==> config.mk <==
export PLATFORM = sky130hd
export DESIGN_NAME = bram_fifo_ctrl
export DESIGN_NICKNAME = d
export VERILOG_FILES = /design/src/rtl/bram_fifo_ctrl.sv
export SDC_FILE = /design/constraint.sdc
export NUM_CORES = 1
export LEC_CHECK = 0
export CORE_MARGIN = 4
export CORE_UTILIZATION = 32
export DETAILED_ROUTE_END_ITERATION = 10
export SLEW_MARGIN = 25
export SYNTH_ARGS = -nofsm -noshare
export SYNTH_HDL_FRONTEND = slang
export SYNTH_SLANG_ARGS = --single-unit
==> constraint.sdc <==
create_clock -name clk -period 4.7 [get_ports clk]
set_clock_uncertainty 0.15 [all_clocks]
set_input_delay 0.94 -clock clk [delete_from_list [all_inputs] [get_ports clk]]
set_output_delay 0.94 -clock clk [all_outputs]
set_load 0.03 [all_outputs]
==> src/rtl/bram_fifo_ctrl.sv <==
// First-word-fall-through FIFO controller driving an external single-clock simple-dual-port BRAM.
// A 2-entry output buffer hides the 1-cycle BRAM read latency so the stream sustains 1 word/cycle.
module bram_fifo_ctrl #(
  parameter int C_DATA_WIDTH         = 64,
  parameter int C_DEPTH              = 512,
  parameter int C_ALMOST_FULL_THRESH = 480
) (
  input  logic                         clk,
  input  logic                         rst_n,
  input  logic                         flush,
  input  logic                         s_valid,
  output logic                         s_ready,
  input  logic [C_DATA_WIDTH-1:0]      s_data,
  output logic                         m_valid,
  input  logic                         m_ready,
  output logic [C_DATA_WIDTH-1:0]      m_data,
  output logic [$clog2(C_DEPTH)+1:0]   count,
  output logic                         almost_full,
  output logic [$clog2(C_DEPTH)-1:0]   ram_wrAddr,
  output logic                         ram_wren,
  output logic [C_DATA_WIDTH-1:0]      ram_datain,
  output logic [$clog2(C_DEPTH)-1:0]   ram_rdAddr,
  output logic                         ram_rden,
  input  logic [C_DATA_WIDTH-1:0]      ram_dataout
);

  localparam int AW = $clog2(C_DEPTH);
  localparam logic [AW:0] DEPTH_V = (AW+1)'(C_DEPTH);
  localparam logic [AW:0] AF_V    = (AW+1)'(C_ALMOST_FULL_THRESH);

  logic [AW:0]             wrPtr_q, wrPtr_d;
  logic [AW:0]             rdPtr_q, rdPtr_d;
  logic                    inflight_q, inflight_d;
  logic [1:0]              obCnt_q, obCnt_d;
  logic [C_DATA_WIDTH-1:0] ob0_q, ob0_d;
  logic [C_DATA_WIDTH-1:0] ob1_q, ob1_d;

  logic [AW:0] ramCnt;
  logic        full;
  logic        push;
  logic        pop;
  logic [2:0]  obPending;
  logic [1:0]  obSlot;

  assign ramCnt      = wrPtr_q - rdPtr_q;
  assign full        = (ramCnt == DEPTH_V);
  assign almost_full = rst_n & (ramCnt >= AF_V);

  assign s_ready = ~full & ~flush & rst_n;
  assign push    = s_valid & s_ready;
  assign m_valid = (obCnt_q != 2'd0);
  assign pop     = m_valid & m_ready;
  assign m_data  = ob0_q;

  // Only fetch when the buffer plus the word already in flight leaves room after this cycle's pop.
  assign obPending = {1'b0, obCnt_q} + {2'b00, inflight_q} - {2'b00, pop};
  assign ram_rden  = (ramCnt != '0) & (obPending < 3'd2) & ~flush & rst_n;

  assign ram_wren   = push;
  assign ram_wrAddr = wrPtr_q[AW-1:0];
  assign ram_datain = s_data;
  assign ram_rdAddr = rdPtr_q[AW-1:0];

  assign count = {1'b0, ramCnt} + (AW+2)'(inflight_q) + (AW+2)'(obCnt_q);

  // Returning RAM data lands in the first free slot after this cycle's pop has shifted the buffer.
  assign obSlot = obCnt_q - {1'b0, pop};

  always_comb begin
    wrPtr_d    = wrPtr_q + (AW+1)'(push);
    rdPtr_d    = rdPtr_q + (AW+1)'(ram_rden);
    inflight_d = ram_rden;
    ob0_d      = ob0_q;
    ob1_d      = ob1_q;
    obCnt_d    = obCnt_q + {1'b0, inflight_q} - {1'b0, pop};

    if (pop) begin
      ob0_d = ob1_q;
    end
    if (inflight_q) begin
      if (obSlot == 2'd0) begin
        ob0_d = ram_dataout;
      end else begin
        ob1_d = ram_dataout;
      end
    end

    if (flush) begin
      wrPtr_d    = '0;
      rdPtr_d    = '0;
      inflight_d = 1'b0;
      obCnt_d    = 2'd0;
    end
  end

  always_ff @(posedge clk or negedge rst_n) begin
    if (!rst_n) begin
      wrPtr_q    <= '0;
      rdPtr_q    <= '0;
      inflight_q <= 1'b0;
      obCnt_q    <= 2'd0;
      ob0_q      <= '0;
      ob1_q      <= '0;
    end else begin
      wrPtr_q    <= wrPtr_d;
      rdPtr_q    <= rdPtr_d;
      inflight_q <= inflight_d;
      obCnt_q    <= obCnt_d;
      ob0_q      <= ob0_d;
      ob1_q      <= ob1_d;
    end
  end

endmodule
==> results of run 1 <==
-- flip-flops by register name, indices dropped and copies added, names as in the netlist --
register	flops
obCnt_q	2
inflight_q	1
m_data	64
ob1_q	64
wrPtr_q	10
rdPtr_q	10
-- repair_timing --
| action | in CTS | in global routing |
|---|---|---|
| pin swaps | 0 | 1 |
| resized for setup | 4 | 4 |
| buffers inserted | 0 | 2 |
| setup endpoints to repair | 3 | 5 |
-- metal layers --
layer / global-route usage / vias to the layer above / part of all wire
met4: 0.0339 / 2 / 0.0091
li1: - / 2516 / -
met3: 0.0555 / 19 / 0.078
met5: 0 / - / 0.0011
met2: 0.215 / 130 / 0.48
met1: 0.173 / 2510 / 0.43
-- layout make-up --
cell class	instances	share of cell area
Inverter	24	0.00908
Timing Repair Buffer	182	0.181
Sequential cell	151	0.381
Clock inverter	15	0.0209
Clock buffer	17	0.0429
Tap cell	319	0.0402
Multi-Input combinational cell	425	0.325
-- worst max-delay path by stage --
| stage | startpoint | endpoint | slack [ps] | cells after the start |
|---|---|---|---|---|
| 3_5_place_dp | wrPtr_q[0]$_DFF_PN0_ | count[9] | 350 | 11 |
| 6_report | rdPtr_q[4]$_DFF_PN0_ | s_ready | 140 | 12 |
| 4_1_cts | rdPtr_q[3]$_DFF_PN0_ | ram_wren | 30 | 11 |
| 2_1_floorplan | m_ready | rdPtr_q[6]$_DFF_PN0_ | 70 | 18 |
| 5_1_grt | rdPtr_q[4]$_DFF_PN0_ | s_ready | -60 | 11 |
| 3_3_place_gp | wrPtr_q[0]$_DFF_PN0_ | count[9] | 390 | 11 |
-- cells in the mapped netlist (all sizes together) (3+ instances only) --
cell type,number
dfrtp,151
buf,90
nand2,74
o21ai,66
mux2i,65
mux2,64
nor2,27
clkbuf,24
inv,24
ha,18
xor2,17
nand3,12
xnor2,12
nor2b,11
a21oi,8
nor3,7
o21a,5
and3,4
fa,4
nor3b,4
nand4,3
o2111ai,3
-- stage by stage --
step | hold slack (ps) | utilization | total power [mW] | setup TNS [ps] | std cells
finish | 354 | 0.418 | 6.45 | 0 | 1133
global route | 363 | 0.418 | 6.88 | -70.7 | 1133
global placement | 337 | 0.390 | 4.98 | 0 | 1099
CTS | 357 | 0.417 | 6.53 | 0 | 1131
detailed placement | 342 | 0.390 | 5.03 | 0 | 1099
floorplan | 329 | - | 4.01 | 0 | 714
-- power groups by stage --
stage	logic (mW)	registers (mW)	clock network (mW)
2_1_floorplan	1.39	2.62	0
5_1_grt	3.09	2.21	1.58
3_3_place_gp	2.84	2.14	0
6_report	2.84	2.13	1.48
4_1_cts	2.87	2.14	1.52
3_5_place_dp	2.87	2.16	0
-- cell families after synthesis --
group,Yosys count,share of synthesized area
AOI/OAI and AO/OA,91,0.0668
adders and majority gates,22,0.0391
xor gates and xnor gates,29,0.0345
DFF,151,0.484
and+or+nand+nor,154,0.0926
muxes,129,0.176
buffers and inverters,138,0.107
==> impl_metrics.ini, run 1 <==
[run_status]
run_status = finished, final reports clean

[yosys]
syn_inst = 714
synth_nets = 869
yosysTopAreaCellShare = 0.484
avgSynthCellArea_um2 = 10.9
synthesis.area_mm2 = 0.00781
ys_warn_count = 0
synthFlopType = dfrtp_1
async_flop_share = 1.00
ys_seq_area_frac = 0.484
yosysUniqueCellTypes = 47
synthTopCellsByArea = dfrtp_1 (48%), mux2_2 (9.2%), mux2i_1 (8.3%), buf_4 (8.0%), o21ai_0 (4.2%)
synth_seq_cells = 151
synth_edf_count = 0
synth_top_cell_by_area = dfrtp_1

[sta]
finalWorstSetupSlack_ps = 140
setup_viol_count_final = 0
drv_slew = 0
period_share = 0.970
final-hold-violation-count = 0
min_period_ps = 4560
fmaxAchievable_ghz = 0.219
worst_pin_slew_ps = 764
rsz0062_at_grt = yes
slew_headroom = 0.490

[route]
vias = 5177
vias_per_cell = 4.57
antenna_left = 0
routed_wl_um = 18100
wl_per_cell_um = 16.0
first_pass_iters = 4
drc = 0
drt-initial-drc-count = 254

[clock_tree]
clock_latency_ps = 420
tritoncts = built
htree_num_levels = 4
cts_hold_buffers = 0
clockRootBuffer = clkbuf_16
clockBufferDepth = 2
clk_pin_slew_ps = 70
cts_buffers = 17
clock_sinks = 151

[power_and_ir_drop]
p_per_area_mw_per_mm2 = 650
switching_power_mw = 2.44
peakVddDrop_uv = 258
p_clk_frac = 0.229
switching_share = 0.379
p_int_mw = 4.01
pwr-share-comb = 0.440
p_seq_frac = 0.331
power.leakage_nw = 4.59

[worst_setup_path]
worstPathCellList = inv_1, ha_1, a21o_2, a2111oi_2, a21oi_2, xnor2_2, buf_4, nand4_1, nor3b_1, buf_4, nor2b_1, clkdlybuf4s50_1
crit_path_frequent_cell = buf_4
r2r_slack_ps = 920
required_ps = 3610
r2r-end = rdPtr_q[6]$_DFF_PN0_
crit-reg2reg-launch = rdPtr_q[4]$_DFF_PN0_
cp_max_fo = 7
critPathSlowestCell = clkdlybuf4s50_1
critPathKind = flip-flop to output port
cpPeakStageDelay_ps = 580
cp-end-kind = output port
arrival_ps = 3470
start_kind = flip-flop
reg2regPathDepth = 15
cpLargestDelayFamily = buffers and inverters
critPathBufInv = 4

[placement]
portBuffers = 166
post-place-ws_ps = 350
hpwl_um = 12500
gp_congestion = 0.839
dpl_cell_area_mm2 = 0.00926

[global_routing]
grt_pass1_wl_um = 28700
antenna_found_initial = 2
grt_use_total = 0.135
grt_pass1_vias = 5280
grt_max_degree = 87
overflow = 0

[final_layout]
fillers = 2281
diodes = 0
seq_area_mm2 = 0.00378
layout_common_cells = clkdlybuf4s50_1 (158), dfrtp_1 (151), nand2_1 (73)
post-route-cell-area_mm2 = 0.00992
multiInputGateArea_mm2 = 0.00323
drive_gt1_frac = 0.162
final_common_cell = clkdlybuf4s50_1
num-nets-final = 956
area.growth.synth_to_final_pct = 27.1

[min_path]
min_path_type = flip-flop to flip-flop
holdPathStages = 1
holdPathEnd = ob1_q[33]$_DFFE_PN0P_
hold_start = ob1_q[33]$_DFFE_PN0P_

[floorplanning]
die_h_um = 164
fp-row-count = 56
initial_core_util = 0.329
die_area_mm2 = 0.0270
core_mm2 = 0.0238
die_x_um = 164
io_pins = 295

[flow_run]
drv_cap = 0
No activity file was read; power rests on OpenSTA's default activity.
==> inputs of run 2 (changes only) <==
- CTS_CLUSTER_SIZE: unset -> 14
- SKIP_CTS_REPAIR_TIMING: unset -> 1
==> impl_metrics.ini, run 2 (synthesis gave the netlist of run 1 again) <==
[worst_setup_path]
reg2regPathDepth = 15
r2r-end = rdPtr_q[6]$_DFF_PN0_
crit-reg2reg-launch = rdPtr_q[4]$_DFF_PN0_
required_ps = 3610
cpPeakStageDelay_ps = 710
cpLargestDelayFamily = simple AND/OR/NAND/NOR gates
start_kind = flip-flop
critPathBufInv = 2
worstPathCellList = inv_1, ha_1, fa_1, and2b_2, o21a_1, nor3_1, or2_1, nor4b_2, xor2_1, clkdlybuf4s50_1
critPathKind = flip-flop to output port
cp-end-kind = output port
cp-startpoint = wrPtr_q[0]$_DFF_PN0_
arrival_ps = 3440
critPathSlowestCell = clkdlybuf4s50_1
cp_max_fo = 4
r2r_slack_ps = 940

[global_routing]
grt_use_total = 0.135
grt_pass1_wl_um = 28700
antenna_found_initial = 2
grt_max_degree = 87
overflow = 0
grt_pass1_vias = 5266

[route]
wl_per_cell_um = 16.0
first_pass_iters = 4
vias_per_cell = 4.58
routed_wl_um = 18100
antenna_left = 0
vias = 5182
drc = 0
drt-initial-drc-count = 242

[floorplanning]
die_h_um = 164
io_pins = 295
die_x_um = 164
core_mm2 = 0.0238
fp-row-count = 56
initial_core_util = 0.329
die_area_mm2 = 0.0270

[clock_tree]
clock_sinks = 151
clockRootBuffer = clkbuf_16
clock_latency_ps = 420
tritoncts = built
htree_num_levels = 4
cts_buffers = 17
clk_pin_slew_ps = 70
clockBufferDepth = 2

[sta]
worst_pin_slew_ps = 766
period_share = 0.963
min_period_ps = 4530
fmaxAchievable_ghz = 0.221
final-hold-violation-count = 0
slew_headroom = 0.489
rsz0062_at_grt = no
drv_slew = 0
setup_viol_count_final = 0

[final_layout]
area.growth.synth_to_final_pct = 27.4
num-nets-final = 955
diodes = 0
layout_common_cells = clkdlybuf4s50_1 (157), dfrtp_1 (151), nand2_1 (73)
final_cells = 1132
finalCoreUtilization = 0.419
final_common_cell = clkdlybuf4s50_1
drive_gt1_frac = 0.162

[min_path]
hold_start = ob1_q[33]$_DFFE_PN0P_
min_path_type = flip-flop to flip-flop
holdPathEnd = ob1_q[33]$_DFFE_PN0P_
holdPathStages = 1

[power_and_ir_drop]
peakVddDrop_uv = 258
power.leakage_nw = 4.64
p_per_area_mw_per_mm2 = 649

[placement]
dp.cells = 1099
hpwl_um = 12500
gp_congestion = 0.839
portBuffers = 166

[flow_run]
drv_cap = 0

[run_status]
run_status = finished, final reports clean
## run 2: changes by cell type in the layout (fill, tap and decap cells not counted), sizes merged
cell	delta
dlygate4sd2	-3
clkdlybuf4s50	-1
dlymetal6s2s	+4
buf	-1
## run 2: layout make-up
class,instances,area [um2]
well taps,319,399
clock inverters,15,208
fillers,2275,13800
repair buffers,181,1800
inverters,24,90.1
flip-flops and latches,151,3780
clock buffers,17,425
multi-input cells,425,3240
## run 2: per-layer routing
layer	global-route usage	up-vias	part of all wire
met5	0	-	0.0011
met4	0.0339	2	0.0091
met3	0.0555	19	0.077
met2	0.214	123	0.48
met1	0.173	2523	0.43
li1	-	2515	-
## run 2: worst max-delay path by stage
stage / end / cells past startpoint / slack (ps)
floorplan: rdPtr_q[6]$_DFF_PN0_ / 18 / 70
global placement: count[9] / 11 / 390
detailed placement: count[9] / 11 / 350
CTS: count[9] / 11 / -120
global route: count[6] / 10 / 5
finish: count[6] / 10 / 170
## run 2: power by group
| part | switching (mW) | internal, mW |
|---|---|---|
| clock network | 0.615 | 0.863 |
| logic | 1.55 | 1.29 |
| registers | 0.279 | 1.85 |
## run 2: stage by stage
step	total power, mW	TNS (ps)	area, um2	setup slack [ps]	hold slack, ps
floorplan	4.01	0	7810	65.4	329
global route	6.88	0	9950	4.84	363
finish	6.45	0	9950	172	354
detailed placement	5.03	0	9260	350	342
global placement	4.98	0	9260	386	337
CTS	6.54	-221	9890	-116	357
==> inputs of run 3 (changes only) <==
- CELL_PAD_IN_SITES_DETAIL_PLACEMENT: unset -> 1
- CELL_PAD_IN_SITES_GLOBAL_PLACEMENT: unset -> 1
- PLACE_DENSITY_LB_ADDON: unset -> 0.1
==> impl_metrics.ini, run 3 (synthesis gave the netlist of run 1 again) <==
[run_status]
run_status = finished, final reports clean

[clock_tree]
cts_buffers = 17
clk_pin_slew_ps = 70
clockRootBuffer = clkbuf_16
htree_num_levels = 4
clock_latency_ps = 420
clock_sinks = 151
tritoncts = built
clockBufferDepth = 2

[placement]
dpl_cell_area_mm2 = 0.00924
hpwl_um = 14400
portBuffers = 166
gp_congestion = 0.763

[power_and_ir_drop]
p_per_area_mw_per_mm2 = 652
switching_share = 0.386
total_power_mw = 6.45
pwr-share-comb = 0.447
p_seq_frac = 0.333
power.leakage_nw = 4.64
peakVddDrop_uv = 247
switching_power_mw = 2.49
p_int_mw = 3.96
p_clk_frac = 0.220

[sta]
setup_tns_ps = 0
min_period_ps = 4480
period_share = 0.953
rsz0062_at_grt = no
final-hold-violation-count = 0
worst_pin_slew_ps = 1040
setup_viol_count_final = 0
drv_slew = 0
slew_headroom = 0.307
fmaxAchievable_ghz = 0.223

[final_layout]
post-route-cell-area_mm2 = 0.00990
num-nets-final = 951
multiInputGateArea_mm2 = 0.00323
drive_gt1_frac = 0.157
fillers = 2537
area.growth.synth_to_final_pct = 26.8
diodes = 0
seq_area_mm2 = 0.00378
layout_common_cells = clkdlybuf4s50_1 (156), dfrtp_1 (151), nand2_1 (73)
finalCoreUtilization = 0.417
final_common_cell = clkdlybuf4s50_1

[route]
vias_per_cell = 4.73
antenna_left = 0
drt-initial-drc-count = 209
vias = 5339
wl_per_cell_um = 18.1
routed_wl_um = 20400
drc = 0
first_pass_iters = 4

[floorplanning]
fp-row-count = 56
die_area_mm2 = 0.0270
die_h_um = 164
core_mm2 = 0.0238
initial_core_util = 0.329
die_x_um = 164
io_pins = 295

[worst_setup_path]
cp_max_fo = 7
arrival_ps = 3390
start_kind = flip-flop
required_ps = 3610
critPathKind = flip-flop to output port
cpPeakStageDelay_ps = 420
worstPathCellList = inv_1, ha_1, a21o_2, a2111oi_2, a21oi_2, xnor2_2, or3b_4, nor3b_2, xor2_1, dlymetal6s2s_1
cp-end-kind = output port
critPathSlowestCell = or3b_4

[global_routing]
grt_max_degree = 129
grt_pass1_vias = 5980
grt_use_total = 0.155
antenna_found_initial = 0
grt_pass1_wl_um = 32700
overflow = 0

[flow_run]
drv_cap = 0

[min_path]
min_path_type = input pin to async pin
==> run 3: path summary, 6_finish.rpt <==
check                                       from                     to  slack (ps)  depth (start not counted)
max in group asynchronous                  rst_n   rdPtr_q[6]$_DFF_PN0_        2970                          2
max reg2reg                 rdPtr_q[4]$_DFF_PN0_   rdPtr_q[6]$_DFF_PN0_         950                         15
min reg2reg                ob1_q[16]$_DFFE_PN0P_  ob1_q[16]$_DFFE_PN0P_         360                          1
min                                        rst_n   rdPtr_q[2]$_DFF_PN0_         250                          1
max                         rdPtr_q[4]$_DFF_PN0_               count[9]         220                         10
min in group clk           ob1_q[16]$_DFFE_PN0P_  ob1_q[16]$_DFFE_PN0P_         360                          1
==> run 3: metal layers <==
| layer | GRT usage | vias up | wire [um] |
|---|---|---|---|
| met5 | 0 | - | 0 |
| met4 | 0.0480 | 0 | 282 |
| met3 | 0.0580 | 40 | 1670 |
| met2 | 0.257 | 142 | 10100 |
| met1 | 0.188 | 2647 | 8390 |
| li1 | - | 2510 | - |
==> run 3: metrics by stage <==
step | std cells | hold slack [ps] | setup WS, ps
5_1_grt | 1128 | 248 | 62.9
3_3_place_gp | 1094 | 335 | 350
2_1_floorplan | 714 | 329 | 65.4
6_report | 1128 | 249 | 220
4_1_cts | 1126 | 234 | -198
3_5_place_dp | 1094 | 344 | 298
==> run 3: critical path: cells and delay by family, from the launching register on <==
family,cells,cell delay [ps]
buf+inv,2,410
fa+ha+maj,1,390
compound gates,3,810
simple gates,2,610
xor+xnor,2,360
flops,1,390
==> run 3: final cells by class <==
cell class | instances | share of cell area
sequential | 151 | 0.382
multi-input combinational | 425 | 0.326
timing repair buffer | 177 | 0.181
clock buffer | 18 | 0.0433
tap | 319 | 0.0403
clock inverter | 14 | 0.0188
inverter | 24 | 0.00910
==> run 3: power groups by stage <==
stage	Sequential, mW	Combinational, mW	Clock [mW]
after floorplan	2.62	1.39	0
after global placement	2.13	2.85	0
after detailed placement	2.18	2.92	0
after CTS	2.16	2.93	1.47
after global routing	2.23	3.13	1.54
final	2.15	2.89	1.42
